--- src/rtl/press_classifier_pkg.sv ---
// Shared types for the press classifier: FSM state encoding and a helper
// that says which states count as "button held".
package press_classifier_pkg;

    localparam int STATE_W = 3;

    typedef enum logic [STATE_W-1:0] {
        IDLE   = 3'd0,
        PRESS1 = 3'd1,
        WAIT2  = 3'd2,
        PRESS2 = 3'd3,
        LONG   = 3'd4
    } state_t;

    // A press is in progress in any of the pressed states.
    function automatic logic is_held(input state_t s);
        return (s == PRESS1) || (s == PRESS2) || (s == LONG);
    endfunction

endpackage

--- src/rtl/press_classifier_timer.sv ---
// press_timer: clearable up-counter that saturates at TERM and flags when it
// sits at TERM. The clear input has priority over counting, so a count of 0
// is visible in the cycle after the clear.
module press_timer #(
    parameter int CNT_W = 8,
    parameter int TERM  = 15
) (
    input  logic clk,
    input  logic reset,
    input  logic clr,
    output logic term
);

    localparam logic [CNT_W-1:0] TERM_V = CNT_W'(TERM);

    logic [CNT_W-1:0] count_reg;

    // Count up until TERM, then hold; reset or clr return to zero.
    always_ff @(posedge clk) begin
        if (reset || clr) begin
            count_reg <= '0;
        end else if (count_reg != TERM_V) begin
            count_reg <= count_reg + 1'b1;
        end
    end

    assign term = (count_reg == TERM_V);

endmodule

--- src/rtl/press_classifier.sv ---
// press_classifier: groups the debounced repeating press pulses into
// presses and classifies each gesture as single click, double click or long
// press. Strobe outputs are registered; held_o decodes the state register.
// Optional macro PRESS_REPEAT_EN adds an auto-repeat strobe while in LONG;
// without it repeat_o is a constant 0.
module press_classifier
    import press_classifier_pkg::*;
#(
    parameter int GAP_CYCLES  = 16,
    parameter int LONG_PULSES = 8,
    parameter int DBL_WINDOW  = 64,
    parameter int CNT_W       = 8
) (
    input  logic clk,
    input  logic reset,
    input  logic press_pulse,
    output logic single_o,
    output logic double_o,
    output logic long_o,
    output logic held_o,
    output logic repeat_o
);

    localparam logic [CNT_W-1:0] LONG_V = CNT_W'(LONG_PULSES);

    state_t           state_reg, state_next;
    logic [CNT_W-1:0] pulse_cnt_reg, pulse_cnt_next;
    logic [CNT_W-1:0] pulse_inc;
    logic             single_reg, single_next;
    logic             double_reg, double_next;
    logic             long_reg, long_next;

    logic gap_term, win_term;
    logic release_c, expiry_c, enter_wait2;

    // Gap timer: any pulse clears it, so a pulse always beats a release.
    press_timer #(
        .CNT_W (CNT_W),
        .TERM  (GAP_CYCLES - 1)
    ) u_gap_timer (
        .clk   (clk),
        .reset (reset),
        .clr   (press_pulse),
        .term  (gap_term)
    );

    // Window timer: restarts when the first press of a gesture is released.
    press_timer #(
        .CNT_W (CNT_W),
        .TERM  (DBL_WINDOW - 1)
    ) u_win_timer (
        .clk   (clk),
        .reset (reset),
        .clr   (enter_wait2),
        .term  (win_term)
    );

    assign release_c   = !press_pulse && gap_term;
    assign expiry_c    = !press_pulse && win_term;
    assign enter_wait2 = (state_reg == PRESS1) && release_c;
    assign pulse_inc   = (pulse_cnt_reg == LONG_V) ? pulse_cnt_reg
                                                   : pulse_cnt_reg + 1'b1;

    // State, pulse counter and strobe registers.
    always_ff @(posedge clk) begin
        if (reset) begin
            state_reg     <= IDLE;
            pulse_cnt_reg <= '0;
            single_reg    <= 1'b0;
            double_reg    <= 1'b0;
            long_reg      <= 1'b0;
        end else begin
            state_reg     <= state_next;
            pulse_cnt_reg <= pulse_cnt_next;
            single_reg    <= single_next;
            double_reg    <= double_next;
            long_reg      <= long_next;
        end
    end

    // Next-state and pulse-count decision.
    always_comb begin
        state_next     = state_reg;
        pulse_cnt_next = pulse_cnt_reg;
        case (state_reg)
            IDLE: begin
                if (press_pulse) begin
                    state_next     = PRESS1;
                    pulse_cnt_next = CNT_W'(1);
                end
            end
            PRESS1, PRESS2: begin
                if (press_pulse) begin
                    pulse_cnt_next = pulse_inc;
                    if (pulse_inc == LONG_V) begin
                        state_next = LONG;
                    end
                end else if (release_c) begin
                    state_next = (state_reg == PRESS1) ? WAIT2 : IDLE;
                end
            end
            WAIT2: begin
                if (press_pulse) begin
                    state_next     = PRESS2;
                    pulse_cnt_next = CNT_W'(1);
                end else if (expiry_c) begin
                    state_next = IDLE;
                end
            end
            LONG: begin
                if (release_c) begin
                    state_next = IDLE;
                end
            end
            default: begin
                state_next     = IDLE;
                pulse_cnt_next = '0;
            end
        endcase
    end

    // Strobe decisions, registered one cycle later.
    always_comb begin
        single_next = 1'b0;
        double_next = 1'b0;
        long_next   = 1'b0;
        case (state_reg)
            PRESS1: begin
                if (press_pulse && (pulse_inc == LONG_V)) begin
                    long_next = 1'b1;
                end
            end
            WAIT2: begin
                if (expiry_c) begin
                    single_next = 1'b1;
                end
            end
            PRESS2: begin
                if (press_pulse && (pulse_inc == LONG_V)) begin
                    single_next = 1'b1;
                    long_next   = 1'b1;
                end else if (release_c) begin
                    double_next = 1'b1;
                end
            end
            default: begin
                single_next = 1'b0;
            end
        endcase
    end

    assign single_o = single_reg;
    assign double_o = double_reg;
    assign long_o   = long_reg;
    assign held_o   = is_held(state_reg);

`ifdef PRESS_REPEAT_EN
    logic [CNT_W-1:0] rep_cnt_reg, rep_cnt_next;
    logic             repeat_reg, repeat_next;

    // Count pulses inside LONG; every LONG_PULSES of them fires a repeat.
    always_comb begin
        rep_cnt_next = rep_cnt_reg;
        repeat_next  = 1'b0;
        if (state_reg != LONG) begin
            rep_cnt_next = '0;
        end else if (press_pulse) begin
            if (rep_cnt_reg + 1'b1 == LONG_V) begin
                rep_cnt_next = '0;
                repeat_next  = 1'b1;
            end else begin
                rep_cnt_next = rep_cnt_reg + 1'b1;
            end
        end
    end

    // Repeat counter and strobe registers.
    always_ff @(posedge clk) begin
        if (reset) begin
            rep_cnt_reg <= '0;
            repeat_reg  <= 1'b0;
        end else begin
            rep_cnt_reg <= rep_cnt_next;
            repeat_reg  <= repeat_next;
        end
    end

    assign repeat_o = repeat_reg;
`else
    assign repeat_o = 1'b0;
`endif

endmodule

--- config.mk ---
export PLATFORM = sky130hd
export DESIGN_NAME = press_classifier
export DESIGN_NICKNAME = d
export VERILOG_FILES = /design/src/rtl/press_classifier_pkg.sv /design/src/rtl/press_classifier_timer.sv /design/src/rtl/press_classifier.sv
export SDC_FILE = /design/constraint.sdc
export NUM_CORES = 1
export LEC_CHECK = 0
export BUFFER_PORTS_ARGS = -buffer_cell sky130_fd_sc_hd__buf_2
export CAP_MARGIN = 20
export CORE_MARGIN = 10
export CORE_UTILIZATION = 25
export CTS_BUF_LIST = sky130_fd_sc_hd__clkbuf_8
export DETAILED_ROUTE_END_ITERATION = 7
export PLACE_DENSITY_LB_ADDON = 0.3
export SLEW_MARGIN = 40
export SYNTH_ARGS = -nofsm -noshare
export SYNTH_HDL_FRONTEND = slang
export SYNTH_SLANG_ARGS = --single-unit
--- constraint.sdc ---
create_clock -name clk -period 3.6 [get_ports clk]
set_input_delay 0.36 -clock clk [delete_from_list [all_inputs] [get_ports clk]]
set_output_delay 0.36 -clock clk [all_outputs]
set_load 0.05 [all_outputs]
# ---- Word-level counts from Yosys, hierarchy flattened
# Index checks and enable logic that the tools add are counted.
dict set report totals {
  reg_bits 30
  in_bits 3
  out_inout_bits 5
  wordCells 63
}
dict set report op_classes {
  addsub 3
  eq_ne 17
  n_mux 17
  bitwise_logic 3
  n_reduce_logical 16
}
# op n
set ops {}
lappend ops {{$add A8 B1 Y8 const B} 3}
lappend ops {{$eq A8 B4 Y1 const B} 3}
lappend ops {{$mux W8} 3}
lappend ops {{$pmux W8 S3} 1}
lappend ops {{$mux W3} 7}
lappend ops {{$pmux W3 S4} 1}
lappend ops {{$eq A8 B6 Y1 const B} 1}
lappend ops {{$ne A8 B4 Y1 const B} 1}
lappend ops {{$ne A8 B6 Y1 const B} 1}
lappend ops {{$eq A3 B2 Y1 const B} 2}
lappend ops {{$reduce_or A2 Y1} 3}
lappend ops {{$reduce_and A5 Y1} 1}
lappend ops {{$logic_and A1 B1 Y1} 4}
lappend ops {{$logic_or A1 B1 Y1} 4}
lappend ops {{$ne A2 B1 Y1 const B} 2}
lappend ops {{$ne A2 B2 Y1 const B} 2}
lappend ops {{$eq A3 B1 Y1 const B} 1}
lappend ops {{$eq A3 B3 Y1 const B} 1}
lappend ops {{$logic_not A3 Y1} 1}
lappend ops {{$mux W1} 3}
lappend ops {{$ne A3 B1 Y1 const B} 1}
lappend ops {{$ne A3 B2 Y1 const B} 1}
lappend ops {{$ne A3 B3 Y1 const B} 1}
lappend ops {{$not A1 Y1} 3}
lappend ops {{5 further kinds} 5}

# ---- Longest topological paths before layout
# Gate-level depths: netlist of the first run.
dict set report logic_depth {
  word_depth 6
  mapped_depth 7
  depth_no_buf 7
}

# ---- Cells and area by module
# A second synthesis of the first run with hierarchy kept.
dict set report unflattened {
  cells_unflattened 209
  hier_area_um2 1702.9
}
# mod instances cells_per_inst area_per_inst_um2 seq_area_each_um2
set modules_own_cells {}
lappend modules_own_cells {press_classifier 1 115 880.8 280.3}
lappend modules_own_cells {{press_timer (u_gap_timer)} 1 47 421.7 160.2}
lappend modules_own_cells {{press_timer (u_win_timer)} 1 47 400.4 160.2}

# ---- Worst setup path before layout of the first run
# OpenSTA, ideal clock, no wires.
dict set report synth_path {
  path_kind {register -> register}
  startpoint {reg u_gap_timer.count_reg[0]}
  endpoint {reg u_win_timer.count_reg[0]}
  setup_time_ns 0.133
  t_arrival_ns 1.576
  required_ns 3.467
  path_slack_ns 1.891
  path_stages_with_launch 7
  path_buffers 1
  period_less_slack_ns 1.709
  path_cell_list {dfxtp_1 ha_1 nand4b_1 or2_1 buf_2 o41ai_4 nor2_1}
}
dict set report synth_between {
  elab_chain_len 4
}
# element line_no
set synth_lines {}
lappend synth_lines {{start: declaration} press_classifier_timer.sv:16} ;# logic [CNT_W-1:0] count_reg;
lappend synth_lines {{start signal: assignment} press_classifier_timer.sv:23} ;# count_reg <= count_reg + 1'b1;
lappend synth_lines {{$eq A8 B4 Y1} press_classifier_timer.sv:27} ;# assign term = (count_reg == TERM_V);
lappend synth_lines {{$logic_and A1 B1 Y1} press_classifier.sv:58} ;# assign release_c = !press_pulse && gap_term;
lappend synth_lines {{$logic_and A1 B1 Y1} press_classifier.sv:60} ;# assign enter_wait2 = (state_reg == PRESS1) && release_c;
lappend synth_lines {{$logic_or A1 B1 Y1} press_classifier_timer.sv:20} ;# if (reset || clr) begin
lappend synth_lines {{end signal: assignment} press_classifier_timer.sv:23}
lappend synth_lines {{end: declaration} press_classifier_timer.sv:16}
# No other way between the ends.
# A chain may end at the register's enable or synchronous reset.

# ---- Worst setup path after layout of the first run
dict set report layout_path {
  startpoint {reg pulse_cnt_reg[0]}
  endpoint {reg state_reg[2]}
}
dict set report layout_between {
  elab_chain_len 5
  word_cells_on_any_way 6
  classes_between {1 x add/sub; 3 x eq/ne; 1 x mux; 1 x reduce/logical}
}
# element line_no
set layout_lines {}
lappend layout_lines {{start: declaration} press_classifier.sv:27} ;# logic [CNT_W-1:0] pulse_cnt_reg, pulse_cnt_next;
lappend layout_lines {{start signal: assignment} press_classifier.sv:74} ;# pulse_cnt_reg <= pulse_cnt_next;
lappend layout_lines {{$add A8 B1 Y8 or $eq A8 B4 Y1 (tied branches)} {press_classifier.sv:62, press_classifier.sv:61}}
lappend layout_lines {{$mux W8 (*)} press_classifier.sv:61} ;# assign pulse_inc = (pulse_cnt_reg == LONG_V) ? pulse_cnt_reg
lappend layout_lines {{$eq A8 B4 Y1 (*)} press_classifier.sv:95} ;# if (pulse_inc == LONG_V) begin
lappend layout_lines {{$ne A3 B2 Y1 (no line) (*)} --}
lappend layout_lines {{$reduce_and A5 Y1 (no line) (*)} --}
lappend layout_lines {{end signal: assignment} press_classifier.sv:73} ;# state_reg <= state_next;
lappend layout_lines {{end: declaration} press_classifier.sv:26} ;# state_t state_reg, state_next;
# Every way passes the cells marked *; elsewhere a longest branch is shown, timed or not.

==> flow_metrics.env, run 1 <==
export IMPL_slew_headroom_pct=66.67
export IMPL_insertion_delay_ns=0.28
export IMPL_wire_per_inst_um=12.29
export IMPL_endpoint_kind="flip-flop"
export IMPL_period_share_pct=55.98
export IMPL_die_height_um=101.4
export IMPL_grt_pass1_vias=1286
export IMPL_dp_slack_ns=1.628
export IMPL_area_growth_pct=10.42
export IMPL_synth_warnings=0
export IMPL_holdBufCountCts=0
export IMPL_hold_viol_final=0
export IMPL_rsz0062_at_grt="false"
export IMPL_io_pins=8
export IMPL_port_buffers=6
export IMPL_pwr_density_cell_mw_per_mm2=400.6
export IMPL_dpl_hpwl_um=2530
export IMPL_slew_violations=0
export IMPL_cts_root_buf="clkbuf_8"
export IMPL_tns_ns=0
export IMPL_fmax_ghz=0.4962
export IMPL_min_from="reset"
export IMPL_synth_distinct_cells=46
export IMPL_cp_data_required_time_ns=3.75
export IMPL_drt_initial_drc_count=95
export IMPL_vias_per_cell=4.884
export IMPL_status="completed"
export IMPL_yosys_area_top_type_share_pct=36.25
export IMPL_multi_input_area_um2=980.9
export IMPL_grt_pass1_wl_um=6078
export IMPL_postRouteAntennaNets=0
export IMPL_ctsLongestPathBuffers=2
export IMPL_fill_cells=682
export IMPL_cts_buffers_inserted=5
export IMPL_synth_edff_count=0
export IMPL_clkTransAtPathRegs_ns=0.07
export IMPL_synthXorXnorAreaFrac_pct=4.758
export IMPL_synth_ff_type="dfxtp_1"
export IMPL_worstReg2RegStart="pulse_cnt_reg[0]"
export IMPL_final_setup_viol_count=0
export IMPL_cp_startpoint="pulse_cnt_reg[0]"
export IMPL_wl_um=3502
export IMPL_irDropWorstVdd_uv=167.0
export IMPL_worst_path_max_fanout=7
export IMPL_dr_pass1_iters=4
export IMPL_drc=0
export IMPL_drive_above_1_share_pct=9.135
export IMPL_syn_nets=215
export IMPL_fin_crit_ns=2.015
export IMPL_grt_max_degree=19
export IMPL_synth_top_family_by_area="simple AND/OR/NAND/NOR gates"
export IMPL_num_vias=1392
export IMPL_clock_sinks=30
export IMPL_synth_compound_area_share_pct=19.41
export IMPL_fin_worst_skew_ns=0.01014
export IMPL_synthMuxAreaShare_pct=1.813
export IMPL_gr_total_overflow=0
export IMPL_antenna_found_initial=0
export IMPL_yosysSeqAreaShare_pct=36.25
export IMPL_yosys_area_top_type="dfxtp_1"
export IMPL_hold_class="primary input to flip-flop"
export IMPL_syn_avg_cell_area_um2=7.964
export IMPL_fin_nets=214
export IMPL_start_kind="flip-flop"
export IMPL_dpl_instance_area_mm2=0.001723
export IMPL_gp_congestion=0.7737
export IMPL_cp_arrival_ns=2.17
export IMPL_critPathKind="flip-flop to flip-flop"
export IMPL_grt_use_total_pct=7.181
export IMPL_finish_instance_area_mm2=0.001829
export IMPL_syn_area_mm2=0.001657
export IMPL_synthMostInstantiatedCell="dfxtp_1"
export IMPL_cts_setup_buffers=0
export IMPL_start_util_pct=25.94
export IMPL_timing_final_ws_setup_ns=1.585
export IMPL_fp_dieW_um=101.4
export IMPL_worstMarginPinSlew_ns=0.4983
export IMPL_rows=29
export IMPL_tritoncts="yes"
export IMPL_cap_violations=0
export IMPL_htree_levels=2
export IMPL_synthAdderAreaFrac_pct=3.021
export IMPL_synthCells=208
export IMPL_die_area_mm2=0.01028
export IMPL_area_sequential_um2=600.6
export IMPL_yosys_top_cells_count="30 x dfxtp_1, 25 x nor2_1, 22 x nand2_1"
export IMPL_postCtsResizedCells=0
export IMPL_diodes=0
export IMPL_core_area_mm2=0.006386
export IMPL_synth_area_leaders="dfxtp_1 36%, nor2_1 5.7%, nand2_1 5.0%"
export IMPL_synthSimpleGateAreaFrac_pct=29.98
export IMPL_synth_async_reset_ratio_pct=0
export IMPL_leakagePower_nw=0.6564
export IMPL_synth_seq_cells=30
## logic make-up after synthesis
| kind of cell | after synthesis |
|---|---|
| simple gates | 94 |
| compound gates | 49 |
| flops | 30 |
| buf+inv | 18 |
| xor+xnor | 9 |
| fa+ha+maj | 4 |
| mux | 3 |
| other cells | 1 |
## final cells by class
cell class                      count  area share (%)
Clock inverter                      3           2.052
Sequential cell                    30           32.83
Timing Repair Buffer                6           1.642
Clock buffer                        5           3.762
Inverter                            4          0.8208
Tap cell                           77           5.267
Multi-Input combinational cell    160           53.63
## stage by stage
| step | power, mW | hold WS (ns) | utilization [%] | instances |
|---|---|---|---|---|
| global placement | 0.4110 | 0.4584 | 26.98 | 277 |
| detailed placement | 0.4109 | 0.4640 | 26.98 | 277 |
| finish | 0.7327 | 0.3841 | 28.64 | 285 |
| floorplan | 0.3993 | 0.4443 | - | 208 |
| CTS | 0.7414 | 0.3748 | 28.64 | 285 |
| global route | 0.7701 | 0.3821 | 28.64 | 285 |
## layout by cell type, fill, tap and decap left out, types with 2 or more instances in the layout
cell type   n
o21ai_0    16
nor2b_1     3
buf_2       6
ha_1        4
nor3_1      3
nand3b_1    2
mux2i_1     3
nor4b_1     2
a31oi_1     4
xnor2_1     4
nor2_1     25
o211ai_1    3
clkbuf_8    5
o31ai_1     2
a21o_1      2
nand3_1     8
and4_1      2
and3_1      3
a31o_2      2
dfxtp_1    30
or3_1       6
nand2b_1    4
nand4b_1    2
nor3b_1     2
nand2_1    22
o311ai_0    2
inv_1       6
a21oi_1    11
nand4_1     4
xor2_1      5
## worst paths after layout
path,endpoint,slack [ns],cells after the start
worst max-delay path,state_reg[2],1.58,6
worst min-delay path,pulse_cnt_reg[2],0.38,2
worst max register to register,state_reg[2],1.58,6
worst min register to register,u_gap_timer.count_reg[1],0.47,2
## layer usage
metal	global-route usage [%]	part of all wire (%)	vias to the layer above	wire, µm
met5	0	0	-	0
met4	2.251	0.60	0	21
li1	-	-	733	-
met3	2.042	3.0	2	105
met2	10.99	44	18	1547
met1	9.494	52	639	1827
## power breakdown
part / switching, mW / internal (mW)
registers: 0.00990 / 0.339
clock network: 0.128 / 0.201
logic: 0.0347 / 0.0202
## critical path: stages, from the launching register on
cell and delay (ns):
dfxtp_1 0.44, ha_1 0.31, nand3_1 0.19, or3_1 0.40, and4_1 0.20, o211ai_1 0.19
o21ai_0 0.15
Note: power is estimated with default switching activity, not from simulation.
==> run 2, diff against run 1 <==
--- a/config.mk
+++ b/config.mk
@@ -5,6 +5,7 @@
 export SDC_FILE = /design/constraint.sdc
 export NUM_CORES = 1
 export LEC_CHECK = 0
+export ABC_AREA = 1
 export BUFFER_PORTS_ARGS = -buffer_cell sky130_fd_sc_hd__buf_2
 export CAP_MARGIN = 20
 export CORE_MARGIN = 10
==> constraint.sdc (replaced) <==
create_clock -name clk -period 1.8 [get_ports clk]
set_input_delay 0.18 -clock clk [delete_from_list [all_inputs] [get_ports clk]]
set_output_delay 0.18 -clock clk [all_outputs]
set_load 0.05 [all_outputs]
==> run 2 against run 1 <==
- maximum frequency is 26% higher
- critical endpoint is now state_reg[1]
- synthesized cell count is 4.8% higher
- count of clock-buffer cells in the layout is 1 higher
- register-to-register slack worse by 1.4 ns
- critical path type unchanged
- clock power is 75% higher
- power is 130% higher
- combinational power grew to 6.5 times the previous value
- die area is 4.1% lower
==> flow_metrics.env, run 2 <==
export IMPL_fill_cells=674
export IMPL_syn_avg_cell_area_um2=7.214
export IMPL_grt_use_total_pct=6.706
export IMPL_synth_seq_cells=30
export IMPL_wl_um=3239
export IMPL_rows=28
export IMPL_status="completed"
export IMPL_mostFrequentLayoutCells="40 x nand2_1, 28 x dfxtp_1, 27 x nor2_1"
export IMPL_yosys_top_cells_count="40 x nand2_1, 30 x dfxtp_1, 27 x nor2_1"
export IMPL_syn_area_mm2=0.001573
export IMPL_fin_worst_skew_ns=0.009003
export IMPL_synth_async_reset_ratio_pct=0
export IMPL_port_buffers=6
export IMPL_htree_levels=2
export IMPL_crit_slowest_cell="dfxtp_2"
export IMPL_cp_depth=12
export IMPL_final_setup_viol_count=0
export IMPL_ff2ff_path_depth=12
export IMPL_fin_crit_ns=1.594
export IMPL_yosysSeqAreaShare_pct=38.19
export IMPL_grt_max_degree=11
export IMPL_yosys_area_top_type="dfxtp_1"
export IMPL_syn_nets=225
export IMPL_critPathKind="flip-flop to flip-flop"
export IMPL_critical_path_buf_inv_count=0
export IMPL_power_total_mw=1.679
export IMPL_grt_pass1_vias=1187
export IMPL_die_height_um=99.32
export IMPL_synth_distinct_cells=31
export IMPL_clock_sinks=30
export IMPL_synthMostInstantiatedCell="nand2_1"
export IMPL_gp_congestion=0.7926
export IMPL_core_area_mm2=0.006026
export IMPL_fp_dieW_um=99.32
export IMPL_diodes=0
export IMPL_synth_area_leaders="dfxtp_1 38%, nand2_1 9.5%, nand3_1 6.7%"
export IMPL_fin_nets=239
export IMPL_period_share_pct=88.57
export IMPL_cp_common_cell="nand2_1"
export IMPL_synth_edff_count=0
export IMPL_area_growth_pct=14.48
export IMPL_dr_pass1_iters=4
export IMPL_cts_root_buf="clkbuf_8"
export IMPL_drc=0
export IMPL_area_sequential_um2=603.1
export IMPL_grt_pass1_wl_um=5395
export IMPL_multi_input_area_um2=850.8
export IMPL_drive_above_1_share_pct=14.59
export IMPL_yosys_area_top_type_share_pct=38.19
export IMPL_num_vias=1381
export IMPL_cts_buffers_inserted=5
export IMPL_hold_depth=2
export IMPL_tritoncts="yes"
export IMPL_ctsLongestPathBuffers=2
export IMPL_gr_total_overflow=0
export IMPL_hold_viol_final=0
export IMPL_hold_class="primary input to flip-flop"
export IMPL_max_stage_delay_ns=0.37
export IMPL_tns_ns=0
export IMPL_wire_per_inst_um=10.52
export IMPL_insertion_delay_ns=0.28
export IMPL_post_route_util_pct=29.88
export IMPL_post_place_cells=299
export IMPL_antenna_found_initial=0
export IMPL_start_kind="flip-flop"
export IMPL_postRouteAntennaNets=0
export IMPL_cap_violations=0
export IMPL_final_common_cell="nand2_1"
export IMPL_rsz0062_at_grt="false"
export IMPL_fmax_ghz=0.6272
export IMPL_start_util_pct=26.10
export IMPL_vias_per_cell=4.484
export IMPL_irDropWorstVdd_uv=465.3
export IMPL_cp_arrival_ns=1.77
export IMPL_die_area_mm2=0.009863
export IMPL_drt_initial_drc_count=44
export IMPL_pwr_density_cell_mw_per_mm2=932.5
export IMPL_synth_warnings=0
export IMPL_whs_ns=0.1429
export IMPL_synthCells=218
export IMPL_slew_violations=0
export IMPL_crit_chain="ha_2, nand3_1, nand2_1, nand2_1, nor2_1, nand2_1, nor2_2, nand2_1, nand2_2, nand3_1, nand2_1, nor2_1"
export IMPL_dpl_hpwl_um=2411
export IMPL_endpoint_kind="flip-flop"
export IMPL_leakagePower_nw=0.6963
export IMPL_final_cells=308
export IMPL_synth_ff_type="dfxtp_1"
export IMPL_worst_path_max_fanout=5
export IMPL_io_pins=8
export IMPL_cp_data_required_time_ns=1.97
export IMPL_path_delay_family="simple AND/OR/NAND/NOR gates"
export IMPL_clkTransAtPathRegs_ns=0.07
run 2: cell types whose count changed in the layout (fill, tap and decap cells not counted), sizes merged, moves of 4 or more:
cell and change:
nor2 +6, nand2b -4, nand2 +19, inv +20, nand3 +15, or3 -7
run 2: final cells by class:
| type | count | share of cell area (%) |
|---|---|---|
| well taps | 75 | 5.212 |
| clock buffers | 6 | 4.587 |
| inverters | 28 | 5.837 |
| clock inverters | 2 | 0.6949 |
| repair buffers | 9 | 2.919 |
| multi-input cells | 158 | 47.25 |
| flip-flops and latches | 30 | 33.50 |
run 2: repair_timing:
action	CTS	global route
hold buffers	0	0
buffers inserted	0	1
resized for setup	0	5
endpoints found under the setup margin	0	4
run 2: worst reg2reg max path, cell delays in order, from the launching register on:
cell     delay, ns
dfxtp_2       0.37
ha_2          0.21
nand3_1       0.11
nand2_1       0.09
nand2_1       0.07
nor2_1        0.12
nand2_1       0.08
nor2_2        0.13
nand2_1       0.08
nand2_2       0.07
nand3_1       0.06
nand2_1       0.06
nor2_1        0.03
run 2: per-layer routing:
metal | global-route usage (%) | vias up | part of all wire (%)
met3 | 2.353 | 2 | 4.3
met2 | 10.42 | 24 | 43
met4 | 4.631 | 0 | 1.7
met5 | 0 | - | 0
li1 | - | 749 | -
met1 | 7.530 | 606 | 51
run 2: stage by stage:
stage               instance area (µm²)  setup slack, ns
detailed placement                 1693           0.1350
finish                             1800           0.2057
global placement                   1693           0.1498
floorplan                          1573           0.3219
global route                       1800         0.005536
CTS                                1788           0.1046
run 2: logic make-up after synthesis:
| logic type | synth area share (%) |
|---|---|
| AO/OA/AOI/OAI | 13.05 |
| adder cells (fa/ha/maj) | 3.182 |
| other | 0.2384 |
| buffers and inverters | 7.877 |
| XOR/XNOR | 5.012 |
| AND/OR/NAND/NOR | 32.46 |
| flip-flops | 38.19 |
run 2: final timing paths:
path,from,to,slack (ns)
setup / recovery,pulse_cnt_reg[1],state_reg[1],0.21
hold reg to reg,u_gap_timer.count_reg[7],u_gap_timer.count_reg[7],0.48
setup reg to reg,pulse_cnt_reg[1],state_reg[1],0.21
hold / removal,reset,pulse_cnt_reg[2],0.14
run 2: power by group:
group,internal [mW],switching (mW),total (mW)
registers,0.701,0.0429,0.743
logic,0.111,0.247,0.358
clock network,0.307,0.270,0.577
==> run 3, diff against run 2 <==
--- a/config.mk
+++ b/config.mk
@@ -12,6 +12,7 @@
 export CORE_UTILIZATION = 25
 export CTS_BUF_LIST = sky130_fd_sc_hd__clkbuf_8
 export DETAILED_ROUTE_END_ITERATION = 7
+export HOLD_SLACK_MARGIN = 0.08
 export PLACE_DENSITY_LB_ADDON = 0.3
 export SLEW_MARGIN = 40
 export SYNTH_ARGS = -nofsm -noshare
==> constraint.sdc (replaced) <==
create_clock -name clk -period 1.8 [get_ports clk]
set_input_delay 0.54 -clock clk [delete_from_list [all_inputs] [get_ports clk]]
set_output_delay 0.54 -clock clk [all_outputs]
set_load 0.05 [all_outputs]
==> run 3 against run 2 <==
- final cell count up 0.97%
- maximum frequency decreased by 5.7%
- design area is 3.5% higher
- critical path depth decreased by 8
- die area unchanged
- largest power group unchanged
- highest routed layer unchanged
==> flow_metrics.env, run 3 (same netlist as run 2, synthesis figures left out) <==
export IMPL_status="completed"
export IMPL_gp_congestion=0.7528
export IMPL_gr_total_overflow=0
export IMPL_final_cells=311
export IMPL_antenna_found_initial=0
export IMPL_rows=28
export IMPL_multi_input_area_um2=873.3
export IMPL_area_growth_pct=18.54
export IMPL_met1_length_um=1680
export IMPL_insertion_delay_ns=0.29
export IMPL_cp_startpoint="state_reg[1]"
export IMPL_start_util_pct=26.10
export IMPL_clock_sinks=30
export IMPL_mostFrequentLayoutCells="37 x nand2_1, 27 x nor2_1, 26 x dfxtp_1"
export IMPL_wl_met3_um=137
export IMPL_dr_wl_met2_um=1411
export IMPL_final_common_cell="nand2_1"
export IMPL_die_area_mm2=0.009863
export IMPL_fill_cells=670
export IMPL_rsz0062_at_grt="false"
export IMPL_diodes=0
export IMPL_grt_use_total_pct=7.121
export IMPL_cts_root_buf="clkbuf_8"
export IMPL_fin_nets=242
export IMPL_critPathKind="flip-flop to output port"
export IMPL_die_height_um=99.32
export IMPL_drc=0
export IMPL_cts_buffers_inserted=5
export IMPL_cp_arrival_ns=1.15
export IMPL_port_buffers=6
export IMPL_fin_crit_ns=1.690
export IMPL_io_pins=8
export IMPL_min_from="u_gap_timer.count_reg[0]"
export IMPL_grt_pass1_wl_um=5920
export IMPL_area_sequential_um2=605.6
export IMPL_drive_above_1_share_pct=19.92
export IMPL_cap_violations=0
export IMPL_irDropWorstVdd_uv=345.6
export IMPL_clkTransAtPathRegs_ns=0.06
export IMPL_vias_per_cell=4.502
export IMPL_wl_um=3300
export IMPL_tritoncts="yes"
export IMPL_fin_worst_skew_ns=0.007109
export IMPL_post_place_cells=302
export IMPL_grt_max_degree=11
export IMPL_hold_class="flip-flop to flip-flop"
export IMPL_dp_slack_ns=0.09827
export IMPL_core_area_mm2=0.006026
export IMPL_endpoint_kind="output port"
export IMPL_num_vias=1400
export IMPL_dr_pass1_iters=4
export IMPL_timing_final_ws_setup_ns=0.1101
export IMPL_tns_ns=0
export IMPL_hold_viol_final=0
export IMPL_fmax_ghz=0.5918
export IMPL_ctsLongestPathBuffers=2
export IMPL_final_setup_viol_count=0
export IMPL_slew_violations=0
export IMPL_worst_path_max_fanout=6
export IMPL_period_share_pct=93.88
export IMPL_dpl_hpwl_um=2499
export IMPL_worstReg2RegStart="u_gap_timer.count_reg[1]"
export IMPL_drt_initial_drc_count=52
export IMPL_wire_per_inst_um=10.61
export IMPL_fp_dieW_um=99.32
export IMPL_power_total_mw=1.819
export IMPL_htree_levels=2
export IMPL_cp_data_required_time_ns=1.26
export IMPL_start_kind="flip-flop"
export IMPL_grt_pass1_vias=1328
export IMPL_top_layer="met4"
export IMPL_postRouteAntennaNets=0
export IMPL_leakagePower_nw=0.7207
export IMPL_pwr_density_cell_mw_per_mm2=975.6
export IMPL_post_route_util_pct=30.94
run 3: changes by cell type in the layout (fill, tap and decap cells not counted), moves of 2 or more:
cell	delta
nand2_1	-3
inv_1	-3
inv_2	+3
dfxtp_2	+2
dfxtp_1	-2
nand2_2	+3
buf_4	+4
run 3: critical path, cell delays in order, from the launching register on:
cell	delay, ns
dfxtp_1	0.41
inv_2	0.09
nand3_1	0.12
nand2_1	0.06
buf_4	0.18
run 3: cell type report:
class                   instances  area share (%)
well taps                      75           5.034
clock buffers                   5           3.691
clock inverters                 3           2.148
flip-flops and latches         30           32.48
inverters                      28           5.638
repair buffers                 12           4.161
multi-input cells             158           46.85
run 3: stage by stage:
stage                     hold WS (ns)  cell area (µm²)
after floorplan                 0.4475             1573
after global placement          0.4625             1715
after detailed placement        0.4674             1715
after CTS                       0.4872             1827
after global routing            0.4755             1864
final                           0.4513             1864
run 3: report_power, final:
part           switching, mW  leakage, nW  internal [mW]
logic                  0.255        0.418          0.140
clock network          0.270       0.0579          0.407
registers             0.0453        0.245          0.701
total                  0.570        0.721           1.25
run 3: worst paths after layout:
path / end / slack [ns] / cells past startpoint
worst max-delay path: held_o / 0.11 / 4
worst min-delay path: u_gap_timer.count_reg[0] / 0.45 / 1
worst max register to register: u_win_timer.count_reg[2] / 0.18 / 6
worst min register to register: u_gap_timer.count_reg[0] / 0.45 / 1
run 3: routing by layer:
metal	vias to the layer above	GRT usage [%]
met5	-	0
met4	0	4.300
met3	6	2.007
met2	17	10.67
met1	618	8.815
li1	759	-
run 3: repair_timing:
item | CTS | global route
hold buffers | 0 | 0
gates resized for setup | 1 | 17
hold endpoints to repair | 0 | 0
endpoints found under the setup margin | 1 | 5
pin swaps | 0 | 1
buffers inserted | 0 | 1
